$ cat src/rtl/mul_pkg.sv
// Shared types and constants for the iterative multiply unit.
// States, datapath widths and the PC register index.
package mul_pkg;

    localparam int DATA_W = 32;
    localparam int STEP_W = 8;

    localparam logic [3:0] PC_ADDR = 4'd15;

    typedef enum logic [1:0] {
        ST_IDLE = 2'd0,
        ST_CALC = 2'd1,
        ST_WB   = 2'd2
    } mul_state_t;

endpackage

$ cat src/rtl/mul_step.sv
// One multiply-accumulate step.
// Computes acc + m * s[STEP_W-1:0], truncated to DATA_W bits.
module mul_step
    import mul_pkg::*;
#(
    parameter int DW = DATA_W,
    parameter int SW = STEP_W
) (
    input  logic [DW-1:0] acc,
    input  logic [DW-1:0] m,
    input  logic [SW-1:0] s_lo,
    output logic [DW-1:0] acc_nxt
);

    logic [DW-1:0] prod;

    // Partial product and running sum, both modulo 2^DW
    always_comb begin
        prod    = m * DW'(s_lo);
        acc_nxt = acc + prod;
    end

endmodule

$ cat src/rtl/mul_iter_unit.sv
// Iterative MUL/MLA stage: Rs consumed one byte per cycle.
// Writes Rd on port 3 and raises optional N/Z flag updates.
module mul_iter_unit
    import mul_pkg::*;
#(
    parameter int DW = DATA_W,
    parameter int SW = STEP_W
) (
    input  logic          clk,
    input  logic          rst_n,
    input  logic          start,
    input  logic          accumulate,
    input  logic          set_flags,
    input  logic [DW-1:0] rm_data,
    input  logic [DW-1:0] rs_data,
    input  logic [DW-1:0] rn_data,
    input  logic [3:0]    rd_addr,
    output logic          busy,
    output logic          done,
    output logic          wr_en,
    output logic [3:0]    wr_addr,
    output logic [DW-1:0] wr_data,
    output logic          flag_wr,
    output logic          flag_n,
    output logic          flag_z
);

    mul_state_t state;
    mul_state_t state_nxt;

    logic [DW-1:0] acc;
    logic [DW-1:0] m;
    logic [DW-1:0] s;
    logic [3:0]    rd;
    logic          sflag;

    logic [DW-1:0] acc_nxt;
    logic [DW-1:0] s_nxt;
    logic          last;

    mul_step #(
        .DW (DW),
        .SW (SW)
    ) u_step (
        .acc     (acc),
        .m       (m),
        .s_lo    (s[SW-1:0]),
        .acc_nxt (acc_nxt)
    );

    assign s_nxt = s >> SW;
    assign last  = (s_nxt == '0);
    assign busy  = (state != ST_IDLE);

    // State register
    always_ff @(posedge clk or negedge rst_n) begin
        if (!rst_n) begin
            state <= ST_IDLE;
        end else begin
            state <= state_nxt;
        end
    end

    // Next-state: CALC repeats until the remaining multiplier is zero
    always_comb begin
        state_nxt = state;
        unique case (state)
            ST_IDLE: if (start) state_nxt = ST_CALC;
            ST_CALC: if (last)  state_nxt = ST_WB;
            ST_WB:              state_nxt = ST_IDLE;
            default:            state_nxt = ST_IDLE;
        endcase
    end

    // Operand capture, iteration and registered write-back pulses
    always_ff @(posedge clk or negedge rst_n) begin
        if (!rst_n) begin
            acc     <= '0;
            m       <= '0;
            s       <= '0;
            rd      <= '0;
            sflag   <= 1'b0;
            done    <= 1'b0;
            wr_en   <= 1'b0;
            wr_addr <= '0;
            wr_data <= '0;
            flag_wr <= 1'b0;
            flag_n  <= 1'b0;
            flag_z  <= 1'b0;
        end else begin
            done    <= 1'b0;
            wr_en   <= 1'b0;
            flag_wr <= 1'b0;
            unique case (state)
                ST_IDLE: begin
                    if (start) begin
                        m     <= rm_data;
                        s     <= rs_data;
                        rd    <= rd_addr;
                        sflag <= set_flags;
                        acc   <= accumulate ? rn_data : '0;
                    end
                end
                ST_CALC: begin
                    acc <= acc_nxt;
                    m   <= m << SW;
                    s   <= s_nxt;
                    if (last) begin
                        done    <= 1'b1;
                        wr_en   <= (rd != PC_ADDR);
                        wr_addr <= rd;
                        wr_data <= acc_nxt;
                        flag_wr <= sflag;
                        flag_n  <= acc_nxt[DW-1];
                        flag_z  <= (acc_nxt == '0);
                    end
                end
                default: begin
                end
            endcase
        end
    end

endmodule

$ cat config.mk
export PLATFORM = sky130hd
export DESIGN_NAME = mul_iter_unit
export DESIGN_NICKNAME = d
export VERILOG_FILES = /design/src/rtl/mul_pkg.sv /design/src/rtl/mul_step.sv /design/src/rtl/mul_iter_unit.sv
export SDC_FILE = /design/constraint.sdc
export NUM_CORES = 1
export LEC_CHECK = 0
export CAP_MARGIN = 20
export CELL_PAD_IN_SITES_DETAIL_PLACEMENT = 0
export CELL_PAD_IN_SITES_GLOBAL_PLACEMENT = 1
export CORE_MARGIN = 8
export CORE_UTILIZATION = 45
export CTS_CLUSTER_SIZE = 24
export DETAILED_ROUTE_END_ITERATION = 8
export PLACE_DENSITY = 0.85
export SLEW_MARGIN = 15
export SYNTH_ARGS = -nofsm -noshare
export SYNTH_HDL_FRONTEND = slang
export SYNTH_SLANG_ARGS = --single-unit
$ cat constraint.sdc
create_clock -name clk -period 6.18 [get_ports clk]
set_input_delay 0.927 -clock clk [delete_from_list [all_inputs] [get_ports clk]]
set_output_delay 0.927 -clock clk [all_outputs]
set_load 0.05 [all_outputs]
Word-level counts from Yosys, hierarchy flattened
Index checks and enable logic that the tools add are counted.

operators by class
  add/sub/neg operators = 1
  multiply operators = 1
  equal/unequal tests = 4
  multiplexer cells = 16
  reductions and logical operators = 9

operators by type and width
  kind                                                  count
  case mux 32 bit (2 select lines)                      3
  two-way mux 32 bit                                    4
  zero test 32 bit                                      2
  adder 32 bit                                          1
  multiplier 32 x 8 -> 32 bit                           1
  AND reduction 2 bit                                   4
  two-way mux 1 bit                                     6
  two-way mux 2 bit                                     2
  inequality test 2 bit (second input constant)         2
  inequality test 4 bit (second input constant)         1
  case mux 2 bit (2 select lines)                       1
  nonzero test 2 bit                                    2
  equality test 2 x 1 -> 1 bit (second input constant)  1
  zero test 2 bit                                       1

word-level totals
  register bits after elaboration = 144
  input bits = 105
  output and inout bits = 42
  logic and storage cells = 44

Logic depth before layout (Yosys ltp)
  word-level depth = 3
  mapped depth = 22
  depth with buffers taken out = 20

By module
A second synthesis with hierarchy kept.

second synthesis, totals
  cell total of the unflattened synthesis = 1499
  area, all modules = 13560.5 sq um

modules (own cells, without submodules)
  module         times used  cells each  area an instance (sq um)
  mul_step       1           890         7588.5
  mul_iter_unit  1           609         5972.0

Worst setup path before layout
No wires, ideal clock.

  kind = register to register
  start point = register s[0]
  end point = register flag_z
  setup time = 66 ps
  data arrival time = 5406 ps
  data required time = 6114 ps
  slack = 708 ps
  cell stages (with the launch flop) = 21
  cells stage by stage = dfrtp_1 > clkbuf_1 > clkbuf_1 > nand2_1 > fa_1 > inv_1 > fa_1 > fa_1 > inv_1 > fa_1 > inv_1 > ha_1 > a211o_1 > a211o_1 > o211a_4 > o311a_4 > a31o_1 > or4_1 > nor4_2 > nand4_1 > nand2_1

between the ends
  word-level cells in the longest chain between the ends = 3

RTL lines
  element                      RTL line              source
  from (decl)                  mul_iter_unit.sv:33   logic [DW-1:0] s;
  from (signal assigned)       mul_iter_unit.sv:98   s <= rs_data;
  from (signal assigned)       mul_iter_unit.sv:107  s <= s_nxt;
  multiplier 32 x 8 -> 32 bit  mul_step.sv:19        prod = m * DW'(s_lo);
  adder 32 bit                 mul_step.sv:20        acc_nxt = acc + prod;
  zero test 32 bit             mul_iter_unit.sv:115  flag_z <= (acc_nxt == '0);
  to (signal assigned)         mul_iter_unit.sv:115
  to (decl)                    mul_iter_unit.sv:25   output logic flag_z

No other way between the ends.
A chain may end at the register's enable or synchronous reset.

Worst setup path after layout
  start point = register s[2]
  end point = register flag_z

The elaborated chain is that of the path after synthesis.

==> flow_metrics.py <==
metrics = {
    "cts": {
        "numCtsBuffers": 17,
        "cts.clk_slew.worst_paths_ps": 80,
        "cts_tree": "done",
        "clk-insertion-delay-late_ps": 430,
        "cts_setup_buffers": 0,
        "post_cts_resize_count": 0,
        "clkSinkCount": 143,
        "hold_buffers": 0,
        "cts_root_buf": "clkbuf_16",
        "cts_buffer_depth": 2,
        "htree_levels": 4,
    },
    "timing": {
        "worst_slew_pin_slew_ps": 842,
        "maxSlewViolCount": 0,
        "slew_headroom_pct": 43.8,
        "finalCritPeriodShare_pct": 93.7,
        "rsz0062_at_grt": "no",
        "finalSetupTns_ps": 0,
        "setup_violations": 0,
        "period_minus_slack_ps": 5790,
        "hold_violations": 0,
        "fmax_mhz": 173,
        "skew_ps": 15.6,
        "hold-worst-slack_ps": 465,
    },
    "drt": {
        "drtIter0Drc": 871,
        "drc": 0,
        "drtAntennaViolNets": 0,
        "wirelength_um": 40700,
        "wl_per_cell_um": 18.8,
        "firstDrtPassIters": 6,
        "viasPerCell": 5.39,
        "dr_total_vias": 11700,
    },
    "placement": {
        "port_buffers": 146,
        "hpwlAfterDp_um": 31100,
        "place_area_um2": 15900,
        "place_congestion": 0.905,
    },
    "cells_and_area": {
        "fin_nets": 2086,
        "diodes": 0,
        "design_area_um2": 16500,
        "drive_gt1_share_pct": 4.30,
        "syn_to_final_growth_pct": 16.7,
        "fin_util_pct": 52.7,
    },
    "grt": {
        "grt_max_degree": 83,
        "grt_pass1_vias": 12100,
        "antenna_found_initial": 0,
        "grt_pass1_wl_um": 65200,
        "groute.usage.overall_pct": 22.5,
        "gr-total-overflow": 0,
    },
    "logic_synthesis": {
        "synth.ff_latch_count": 143,
        "yosys_warnings": 0,
        "async_flop_share_pct": 100,
        "synth.avg_cell_area_um2": 8.45,
        "synth_fp_nets": 2001,
        "ys_seq_area_share_pct": 25.4,
        "ys.flop_type": "dfrtp_1",
        "synth_area_um2": 14100,
        "ys_types": 61,
        "synth_edf_count": 0,
        "synthCells": 1669,
    },
    "critical_path": {
        "crit_fanout": 13,
        "crit_type": "reg2reg",
        "arrival_ps": 6160,
        "cp_cell_sequence": "buf_4 -> and2_1 -> fa_1 -> fa_1 -> fa_1 -> inv_1 -> fa_1 -> inv_1 -> ha_1 -> a21o_1 -> or3_4 -> or2_1 -> nor3_1 -> a311oi_1 -> or4_1 -> nor4_2 -> nand4_1 -> nand2_1",
        "startpoint_type": "flop",
        "crit_buf_inv": 3,
        "crit_top_cell": "fa_1",
        "cp.depth": 18,
        "critPathSlowestCell": "or4_1",
        "cp_slowest_stage_delay_ps": 580,
        "ff2ff_path_depth": 18,
        "critPathTopFamily": "adder cells",
        "crit_path_end_kind": "flop",
        "crit_required_ps": 6560,
    },
    "die": {
        "die_h_um": 193,
        "io_pins": 147,
        "fp.dieArea_um2": 37300,
        "start_util_pct": 45.2,
        "die_w_um": 193,
        "num_rows": 65,
        "core_um2": 31200,
    },
    "worst_hold_path": {
        "hp-class": "reg2reg",
        "holdPathStages": 2,
    },
    "run_status": {
        "status": "finished clean",
    },
    "flow_run": {
        "cap_violations": 0,
    },
}
==> layout by cell type (no fill, tap or decap), types with 5 or more instances in the layout <==
master,count
nand2_1,346
inv_1,251
fa_1,186
and2_1,148
clkdlybuf4s50_1,145
dfrtp_1,143
nor2_1,93
a31oi_1,64
o21ai_0,59
ha_1,41
a21oi_1,36
buf_4,27
xnor2_1,23
nand3_1,19
clkbuf_16,17
a311oi_1,13
and3_1,10
nor3_1,10
xor2_1,8
nor4_1,7
nand2b_1,7
nand4_1,6
a21o_1,6
a211oi_1,6
a221oi_1,6
clkinv_4,6
o2111ai_1,5
mux2i_1,5
==> cell families after synthesis <==
kind of cell / Yosys count / synth area share, %
fa+ha+maj: 227 / 30.0
buf+inv: 359 / 9.62
simple gates: 672 / 21.9
compound gates: 231 / 10.7
mux: 6 / 0.435
flops: 143 / 25.4
xor+xnor: 31 / 1.92
==> worst paths after layout <==
kind	start	end	slack (ps)
max reg2reg	s[2]	flag_z	390
min reg2reg	wr_addr[2]	wr_addr[2]	470
max in group asynchronous	rst_n	acc[27]	4350
max	s[2]	flag_z	390
min in group asynchronous	rst_n	m[7]	510
min	wr_addr[2]	wr_addr[2]	470
==> registers in the layout, summed over array words and instances, names as in the netlist <==
| register | count |
|---|---|
| m | 32 |
| flag_z | 1 |
| state | 2 |
| acc | 32 |
| done | 1 |
| flag_wr | 1 |
| s | 32 |
| sflag | 1 |
| wr_en | 1 |
| wr_data | 32 |
| rd | 4 |
| wr_addr | 4 |
==> synthesized netlist by cell type (4+ instances only) <==
cell | number | area [um^2]
nand2_1 | 347 | 1300
inv_1 | 251 | 942
fa_1 | 186 | 3720
and2_1 | 149 | 932
dfrtp_1 | 143 | 3580
nor2_1 | 93 | 349
clkbuf_1 | 91 | 342
a31oi_1 | 64 | 400
o21ai_0 | 59 | 295
ha_1 | 41 | 513
a21oi_1 | 36 | 180
xnor2_1 | 23 | 201
nand3_1 | 19 | 95.1
a311oi_1 | 13 | 114
buf_1 | 11 | 41.3
nor3_1 | 11 | 55.1
and3_1 | 10 | 62.6
nand2b_1 | 8 | 50.1
xor2_1 | 8 | 70.1
nor4_1 | 7 | 43.8
a211oi_1 | 6 | 45.0
a21o_1 | 6 | 45.0
a221oi_1 | 6 | 52.6
nand4_1 | 6 | 37.5
clkbuf_2 | 5 | 25.0
mux2i_1 | 5 | 50.1
nor2b_1 | 5 | 31.3
o2111ai_1 | 5 | 43.8
a32oi_1 | 4 | 35.0
o211ai_1 | 4 | 30.0
or4_1 | 4 | 30.0
==> through the flow <==
| stage | setup WS (ps) | std cells |
|---|---|---|
| after global placement | 562 | 2137 |
| after global routing | 138 | 2169 |
| after detailed placement | 439 | 2137 |
| after CTS | 428 | 2169 |
| after floorplan | 708 | 1669 |
| final | 392 | 2169 |
==> tightest hold or removal path, delay by kind of cell, from the launching register on <==
family	cells	cell delay, ps
flip-flops	1	340
AND/OR/NAND/NOR	2	100
==> routing by layer <==
layer | track usage [%] | vias up | routed length, um
met2 | 38.1 | 393 | 20500
li1 | - | 5380 | -
met3 | 3.49 | 81 | 2040
met5 | 0 | - | 0
met4 | 9.14 | 0 | 1550
met1 | 28.6 | 5834 | 16600
==> final cells by class <==
| class | count | area [um^2] |
|---|---|---|
| Clock buffer | 18 | 429 |
| Tap cell | 402 | 503 |
| Clock inverter | 14 | 136 |
| Multi-Input combinational cell | 1167 | 9190 |
| Sequential cell | 143 | 3580 |
| Inverter | 251 | 942 |
| Timing Repair Buffer | 174 | 1690 |
| Fill cell | 2951 | 14800 |
Power is left out: the tool's default activity adds up to more than one toggle a clock period on the data nets, which glitch-free logic cannot reach.
